==> config.mk <==
export PLATFORM = sky130hd
export DESIGN_NAME = frame_streamer_flat
export DESIGN_NICKNAME = d
export VERILOG_FILES = /design/src/rtl/frame_streamer_if.sv /design/src/rtl/frame_streamer.sv /design/src/flat_wrapper.sv
export SDC_FILE = /design/constraint.sdc
export NUM_CORES = 1
export LEC_CHECK = 0
export CAP_MARGIN = 20
export CORE_ASPECT_RATIO = 2
export CORE_UTILIZATION = 57
export CTS_CLUSTER_SIZE = 16
export DETAILED_ROUTE_END_ITERATION = 10
export PLACE_DENSITY = 0.94
export REMOVE_ABC_BUFFERS = 1
export SLEW_MARGIN = 40
export SYNTH_ARGS = -nofsm -noshare
export SYNTH_HDL_FRONTEND = slang
export SYNTH_SLANG_ARGS = --single-unit
export TNS_END_PERCENT = 10
==> constraint.sdc <==
create_clock -name clk -period 9.43 [get_ports clk]
set_input_delay 1.886 -clock clk [delete_from_list [all_inputs] [get_ports clk]]
set_output_delay 1.886 -clock clk [all_outputs]
set_load 0.005 [all_outputs]
==> src/rtl/frame_streamer_if.sv <==
// dstream: valid/ready pixel stream between pipeline stages.
// The producer drives data/valid through modport out; the consumer drives ready.
interface dstream #(
  parameter int W = 30
) ();
  logic [W-1:0] data;
  logic         valid;
  logic         ready;

  modport out (output data, output valid, input ready);
  modport in  (input data, input valid, output ready);
endinterface

==> src/rtl/frame_streamer.sv <==
// frame_streamer: reads one WIDTH x HEIGHT frame in raster order from a
// synchronous frame-buffer port and streams it on a dstream with sof/eol tags.
// A 2-entry output FIFO absorbs the one-cycle read latency under backpressure.
// Optional build macro FRAME_STREAMER_TEST_PATTERN_EN: rd_data is ignored,
// rd_en stays low, and 8 vertical colour bars are generated with the same timing.
module frame_streamer #(
  parameter int W      = 30,
  parameter int WIDTH  = 320,
  parameter int HEIGHT = 240,
  parameter int AW     = $clog2(WIDTH*HEIGHT)
) (
  input  logic          clk,
  input  logic          resetn,
  input  logic          start,
  output logic          busy,
  output logic          frame_done,
  output logic          rd_en,
  output logic [AW-1:0] rd_addr,
  input  logic [W-1:0]  rd_data,
  dstream.out           y,
  output logic          sof,
  output logic          eol
);
  localparam int CW = $clog2(WIDTH+1);
  localparam int RW = $clog2(HEIGHT+1);
  localparam logic [AW-1:0] LAST_ADDR = AW'(WIDTH*HEIGHT-1);
  localparam logic [AW-1:0] ADDR_ONE  = AW'(1);
  localparam logic [CW-1:0] LAST_COL  = CW'(WIDTH-1);
  localparam logic [CW-1:0] COL_ONE   = CW'(1);
  localparam logic [RW-1:0] ROW_ONE   = RW'(1);

  typedef enum logic [1:0] {
    IDLE  = 2'd0,
    RUN   = 2'd1,
    DRAIN = 2'd2,
    DONE  = 2'd3
  } state_t;

  state_t        state;
  logic [CW-1:0] col;
  logic [RW-1:0] row;
  logic          inflight;      // a read (or pattern word) lands in the FIFO this cycle
  logic          inflight_sof;
  logic          inflight_eol;
  logic [1:0]    occ;
  logic [W+1:0]  head;          // {sof, eol, data}
  logic [W+1:0]  tail;
  logic [W+1:0]  new_entry;
  logic [W-1:0]  push_data;
  logic [2:0]    credit;
  logic          pop;
  logic          issue;

  // Downstream sees only registered FIFO state; ready never reaches valid.
  assign y.valid = (occ != 2'd0);
  assign y.data  = head[W-1:0];
  assign sof     = head[W+1] & y.valid;
  assign eol     = head[W]   & y.valid;

  assign pop    = y.valid & y.ready;
  // Slots committed after this edge: stored + landing - leaving. Issue only if one is free.
  assign credit = {1'b0, occ} + {2'b00, inflight} - {2'b00, pop};
  assign issue  = (state == RUN) && (credit < 3'd2);

`ifdef FRAME_STREAMER_TEST_PATTERN_EN
  localparam logic [CW-1:0] LAST_BAR = CW'(WIDTH/8-1);

  logic [CW-1:0] bar_pos;
  logic [2:0]    bar_idx;
  logic [W-1:0]  pat_data;
  logic          unused_rd;

  function automatic logic [W-1:0] bar_colour(input logic [2:0] k);
    bar_colour = W'({(k[2] ? 10'h3FF : 10'h000),
                     (k[1] ? 10'h3FF : 10'h000),
                     (k[0] ? 10'h3FF : 10'h000)});
  endfunction

  assign rd_en     = 1'b0;
  assign push_data = pat_data;
  assign unused_rd = ^rd_data;

  // Bar counters track col; the pattern word is produced one cycle after issue like a read.
  always_ff @(posedge clk) begin
    if (!resetn) begin
      bar_pos  <= {CW{1'b0}};
      bar_idx  <= 3'd0;
      pat_data <= {W{1'b0}};
    end else if (issue) begin
      pat_data <= bar_colour(bar_idx);
      if (col == LAST_COL) begin
        bar_pos <= {CW{1'b0}};
        bar_idx <= 3'd0;
      end else if (bar_pos == LAST_BAR) begin
        bar_pos <= {CW{1'b0}};
        bar_idx <= bar_idx + 3'd1;
      end else begin
        bar_pos <= bar_pos + COL_ONE;
      end
    end
  end
`else
  assign rd_en     = issue;
  assign push_data = rd_data;
`endif

  assign new_entry = {inflight_sof, inflight_eol, push_data};

  // Frame control: state, raster counters, read address and in-flight tag stage.
  always_ff @(posedge clk) begin
    if (!resetn) begin
      state        <= IDLE;
      busy         <= 1'b0;
      frame_done   <= 1'b0;
      rd_addr      <= {AW{1'b0}};
      col          <= {CW{1'b0}};
      row          <= {RW{1'b0}};
      inflight     <= 1'b0;
      inflight_sof <= 1'b0;
      inflight_eol <= 1'b0;
    end else begin
      inflight   <= issue;
      frame_done <= 1'b0;
      if (issue) begin
        inflight_sof <= (col == {CW{1'b0}}) && (row == {RW{1'b0}});
        inflight_eol <= (col == LAST_COL);
      end
      case (state)
        IDLE: begin
          if (start) begin
            state <= RUN;
            busy  <= 1'b1;
          end
        end
        RUN: begin
          if (issue) begin
            if (rd_addr == LAST_ADDR) begin
              state   <= DRAIN;
              rd_addr <= {AW{1'b0}};
              col     <= {CW{1'b0}};
              row     <= {RW{1'b0}};
            end else begin
              rd_addr <= rd_addr + ADDR_ONE;
              if (col == LAST_COL) begin
                col <= {CW{1'b0}};
                row <= row + ROW_ONE;
              end else begin
                col <= col + COL_ONE;
              end
            end
          end
        end
        DRAIN: begin
          if (!inflight && (occ == 2'd1) && pop) begin
            state      <= DONE;
            busy       <= 1'b0;
            frame_done <= 1'b1;
          end
        end
        DONE: begin
          state <= IDLE;
        end
        default: begin
          state <= IDLE;
        end
      endcase
    end
  end

  // Two-entry output FIFO with the head register driving the stream.
  always_ff @(posedge clk) begin
    if (!resetn) begin
      occ  <= 2'd0;
      head <= {(W+2){1'b0}};
      tail <= {(W+2){1'b0}};
    end else begin
      case ({inflight, pop})
        2'b10: begin
          if (occ == 2'd0) begin
            head <= new_entry;
          end else begin
            tail <= new_entry;
          end
          occ <= occ + 2'd1;
        end
        2'b01: begin
          head <= tail;
          occ  <= occ - 2'd1;
        end
        2'b11: begin
          if (occ == 2'd1) begin
            head <= new_entry;
          end else begin
            head <= tail;
            tail <= new_entry;
          end
        end
        default: begin
          occ <= occ;
        end
      endcase
    end
  end
endmodule

==> src/flat_wrapper.sv <==
// flat-port wrapper written by rule: the top's interface ports become plain ports
module frame_streamer_flat 
#(
  parameter int W      = 30,
  parameter int WIDTH  = 320,
  parameter int HEIGHT = 240,
  parameter int AW     = $clog2(WIDTH*HEIGHT)
)
  (clk, resetn, start, busy, frame_done, rd_en, rd_addr, rd_data, sof, eol, y_data, y_valid, y_ready);
  dstream #(.W(W)) y_i ();
  input  logic clk;
  input  logic resetn;
  input  logic start;
  output logic busy;
  output logic frame_done;
  output logic rd_en;
  output logic [AW-1:0] rd_addr;
  input  logic [W-1:0] rd_data;
  output logic sof;
  output logic eol;
  output wire logic [$bits(y_i.data)-1:0] y_data;
  output wire logic [$bits(y_i.valid)-1:0] y_valid;
  input wire logic [$bits(y_i.ready)-1:0] y_ready;
  assign y_data = y_i.data;
  assign y_valid = y_i.valid;
  assign y_i.ready = y_ready;
  frame_streamer #(.W(W), .WIDTH(WIDTH), .HEIGHT(HEIGHT), .AW(AW)) u_core (.clk(clk), .resetn(resetn), .start(start), .busy(busy), .frame_done(frame_done), .rd_en(rd_en), .rd_addr(rd_addr), .rd_data(rd_data), .y(y_i), .sof(sof), .eol(eol));
endmodule
# Word-level counts from Yosys, hierarchy flattened
# Index checks and enable logic that the tools add are counted.
# totals
regBits,107
in_bits,34
out_inout_bits,53
elab_cells,82
# classes
n_addsub,7
n_lt_le_gt_ge,1
n_eq_ne,16
muxes,21
bitwise,3
reduce_logical,22
# ops
op,n
32-bit two-way mux,4
32-bit one-hot mux with 3 select lines,1
32-bit one-hot mux with 2 select lines,1
9-bit two-way mux,2
17-bit by 1-bit adder with 17-bit output (second input constant),1
17-bit == test (second input constant),1
17-bit two-way mux,1
8-bit two-way mux,2
2-bit != test (second input constant),5
2-bit nonzero test,5
9-bit by 1-bit adder with 9-bit output (second input constant),1
9-bit == test (second input constant),1
9-bit zero test,1
3-bit AND reduction,3
8-bit by 1-bit adder with 8-bit output (second input constant),1
2-bit == test (second input constant),4
8-bit zero test,1
2-bit two-way mux,4
2-bit one-hot mux with 4 select lines,1
2-bit by 1-bit == test with 1-bit output (second input constant),3
2-bit AND reduction,3
1-bit logical AND,4
2-bit zero test,2
2-bit by 1-bit != test with 1-bit output (second input constant),2
other kinds (12),16

# Depth between registers and ports, before layout
# depth
depth_word,7
depth_mapped,11
depth_no_buf,11

# Worst setup path after synthesis
# No wires, ideal clock.
# synth_timing
path_kind,input port to output port
from,input port y_ready
to,output port rd_en
arrival_ps,3733
t_required_ps,7544
slack_ps,3811
stages,7
path_buffers,0
path_cell_list,nor2b_1 ha_1 nand2b_1 fa_1 xnor2_1 nand3_1 inv_1
# synth_between
elab_chain_len,4
# synth_rtl
element,line,text
from (decl),flat_wrapper.sv:23,input wire logic [$bits(y_i.ready)-1:0] y_ready;
1-bit bitwise AND,frame_streamer.sv:60,assign pop = y.valid & y.ready;
3-bit by 1-bit subtractor with 3-bit output,frame_streamer.sv:62,"assign credit = {1'b0, occ} + {2'b00, inflight} - {2'b00, pop};"
3-bit by 2-bit < comparator with 1-bit output,frame_streamer.sv:63,assign issue = (state == RUN) && (credit < 3'd2);
1-bit logical AND,frame_streamer.sv:63,
to (decl),flat_wrapper.sv:16,output logic rd_en;
# Every way passes these cells.

# Final worst setup path
# Same ends and word-level chain as after synthesis.

==> run summary <==
============================================================================================
Outcome                                                                         finished, final reports clean
Total CTS buffers                                                                          9
Number of detailed-route iterations in the first pass                                      5
Setup ws final                                                                       1.90 ns
WL/cell                                                                              16.8 um
Combinational family with the most area after synthesis                         simple AND/OR/NAND/NOR gates
Mux contribution to synthesized area                                                  0.604%
Resized Gates After CTS                                                                    0
RSZ-0062 raised after global routing                                                   false
Worst setup SP type                                                             primary input
Count of flip-flops with a built-in enable after synthesis                                 0
Clock root buffer                                                                  clkbuf_16
Cell area after synthesis                                                          4970 um^2
Hold-fix buffer count after cts                                                            0
Worst supply voltage drop on vdd                                                    0.123 mV
Maximum clock path buffer count                                                            2
Type of the worst setup path                                                       in -> out
Setup_tns                                                                               0 ns
Relative area change from synthesis to final layout                                    19.9%
Top achievable clock speed                                                           133 MHz
Die width                                                                            68.0 um
Reg-to-reg endpoint                                                             u_core.col[0]$_SDFFE_PN0P_
Power density over the cells                                                     260 nW/um^2
Weighted congestion at the end of routability-driven global placement                  0.843
Per-cell via count in the routed design                                                 6.21
Static power due to leakage                                                       0.00197 uW
Maximum clock skew at final layout                                                0.00714 ns
Register-to-register setup slack                                                     5.19 ns
Clock insertion delay at the later pin of the skew report                            0.35 ns
Final design utilization                                                               71.3%
CP endpoint                                                                            rd_en
Signal arrival time at the worst endpoint                                            5.64 ns
Core Region                                                                        8350 um^2
Chip Height                                                                           134 um
Mean area per synthesized cell                                                     8.28 um^2
Clock-pin slew of the registers on the worst-case setup and hold paths               0.07 ns
Relative slew slack                                                                    49.3%
Required time of the worst setup path                                                7.54 ns
Number of nets at the end of the flow                                                    686
Final critical-path share of the clock period                                          79.8%
Number of post-CTS setup repair buffers                                                    0
Vias in the first global route                                                          4526
Post-Place Worst Slack                                                               1.98 ns
Adder and majority gate portion of the synthesized area                                3.93%
Wire length of the first global-routing pass                                        20100 um
Max Cap Violations                                                                         0
Number of warnings reported in the yosys synthesis log                                     0
Effective utilization at floorplan                                                     59.5%
Post-Synth XOR/XNOR Area                                                               2.82%
GRT Total Usage                                                                        28.2%
Hold crit path type                                                               reg -> reg
Number of nets with antenna violations after routing                                       0
Number of failing setup endpoints in the final timing report                               0
Detailed-route via count                                                                4594
Leading cell type in the layout, fill and taps excluded                              dfxtp_1
Detailed router's first-iteration violation count                                        456
Largest driver fanout on the critical path                                                18
CTS tree                                                                                 yes
Initial antenna violation count                                                            0
Port bufs                                                                                 86
Total I/O pin count                                                                       87
Register area share after synthesis                                                    43.1%
DP HPWL                                                                              8330 um
Synth async-reset ratio                                                                   0%
R2R depth                                                                                 10
Most used cells in the layout excluding fill and tap cells                      dfxtp_1, nand2_1, clkdlybuf4s50_1, a21oi_1, nor2_1
H-tree depth                                                                               3
Layout cell share with drive strength beyond 1                                         5.30%
Number of pins exceeding their max-slew limit in the final report                          0
Flip-flop and latch count after synthesis                                                107
Synth Instances                                                                          600
DRC violations left                                                                        0
Beginning of the worst register-to-register path                                u_core.occ[1]$_SDFFE_PN0N_
Synthesized-area fraction occupied by ao, oa, aoi and oai cells                        16.3%
Congestion Overflow GR                                                                     0
Final Hold Viols                                                                           0
Area of the die                                                                    9120 um^2
Post-Route WL                                                                       12400 um
Minimum period implied by the final worst setup slack                                7.53 ns
Capturing element type of the critical path                                     primary output
Antenna diode count                                                                        0
Clock Sink Count                                                                         107
Primary flip-flop cell chosen by synthesis mapping                                   dfxtp_1
Basic-gate share of the synthesized area counting and, or, nand and nor cells          24.6%
Count of distinct cell types in the synthesized netlist                                   49
Pin slew with the least headroom to its limit                                       0.759 ns
Number of rows in the core area                                                           47
Origin of the worst setup path                                                       y_ready
Pin count of the biggest net entering global routing                                      66
============================================================================================
worst min-delay path by stage:
stage | start | to | slack, ns | cells after the start
2_1_floorplan | u_core.tail[0]$_SDFFE_PN0P_ | u_core.tail[0]$_SDFFE_PN0P_ | 0.44 | 2
3_3_place_gp | u_core.tail[25]$_SDFFE_PN0P_ | u_core.tail[25]$_SDFFE_PN0P_ | 0.44 | 2
3_5_place_dp | u_core.tail[5]$_SDFFE_PN0P_ | u_core.tail[5]$_SDFFE_PN0P_ | 0.45 | 2
4_1_cts | u_core.tail[8]$_SDFFE_PN0P_ | u_core.tail[8]$_SDFFE_PN0P_ | 0.46 | 2
5_1_grt | u_core.tail[3]$_SDFFE_PN0P_ | u_core.tail[3]$_SDFFE_PN0P_ | 0.48 | 2
6_report | u_core.tail[3]$_SDFFE_PN0P_ | u_core.tail[3]$_SDFFE_PN0P_ | 0.46 | 2
worst max-delay path, stage by stage:
cell and delay (ns):
clkdlybuf4s50_1 0.49, nor2b_1 0.35, ha_1 0.35, nand2b_1 0.17
fa_1 0.43, xnor2_1 0.39, nand3_1 0.63, inv_1 0.37
clkdlybuf4s50_1 0.56
synthesized netlist by cell type (all sizes together) (3+ instances only):
master  count  area, um^2
or2         3        18.8
and3        3        18.8
ha         14         175
nor3       35         175
inv        19        71.3
nor2b       5        31.3
dfxtp     107        2140
nand4       8        50.1
nand3      13        65.1
mux2i       3        30.0
and4        3        26.3
o211ai      5        37.5
nor4        7        43.8
clkbuf     31         116
xnor2       8        70.1
nand2      88         330
buf        34         241
nor2       53         199
or3         5        31.3
o21ai      11        55.1
o31ai       8        60.1
a221oi     32         280
xor2        8        70.1
a21oi      56         280
or4b        4        40.0
or4        12        90.1
power breakdown:
part / switching (uW) / internal (uW)
clock: 176 / 189
sequential: 58.5 / 546
combinational: 320 / 258
metal layers:
metal	wire length, um	global-route usage (%)	share of wire (%)	vias up
li1	-	-	-	2184
met1	4860	30.2	39	2186
met2	6590	49.9	53	193
met3	699	5.78	5.6	31
met4	271	13.5	2.2	0
met5	0	0	0	-
cell families after synthesis:
kind of cell | after synthesis
flip-flops | 107
buffers and inverters | 84
AO/OA/AOI/OAI | 124
XOR/XNOR | 16
multiplexers | 3
adder cells (fa/ha/maj) | 15
AND/OR/NAND/NOR | 251
final cells by class:
cell class	instances	area, um^2
multi-input combinational	409	2430
inverter	19	71.3
fill	609	2390
tap	98	123
sequential	107	2140
clock buffer	10	239
timing repair buffer	91	898
clock inverter	6	48.8
state kept, by name, summed over array words and instances, names as in the netlist:
signal	cells
u_core.row	8
u_core.inflight_sof	1
u_core.rd_addr	17
u_core.col	9
u_core.inflight	1
u_core.head	32
u_core.inflight_eol	1
u_core.busy	1
u_core.tail	32
u_core.occ	2
u_core.frame_done	1
u_core.state	2
stage by stage:
stage | area (um^2) | hold WS [ns] | total power (uW) | cells
finish | 5960 | 0.460 | 1550 | 740
global placement | 5650 | 0.441 | 1140 | 724
global route | 5960 | 0.480 | 1640 | 740
detailed placement | 5660 | 0.450 | 1180 | 724
CTS | 5950 | 0.460 | 1550 | 740
floorplan | 4610 | 0.436 | 924 | 535
Note: power is estimated with default switching activity, not from simulation.
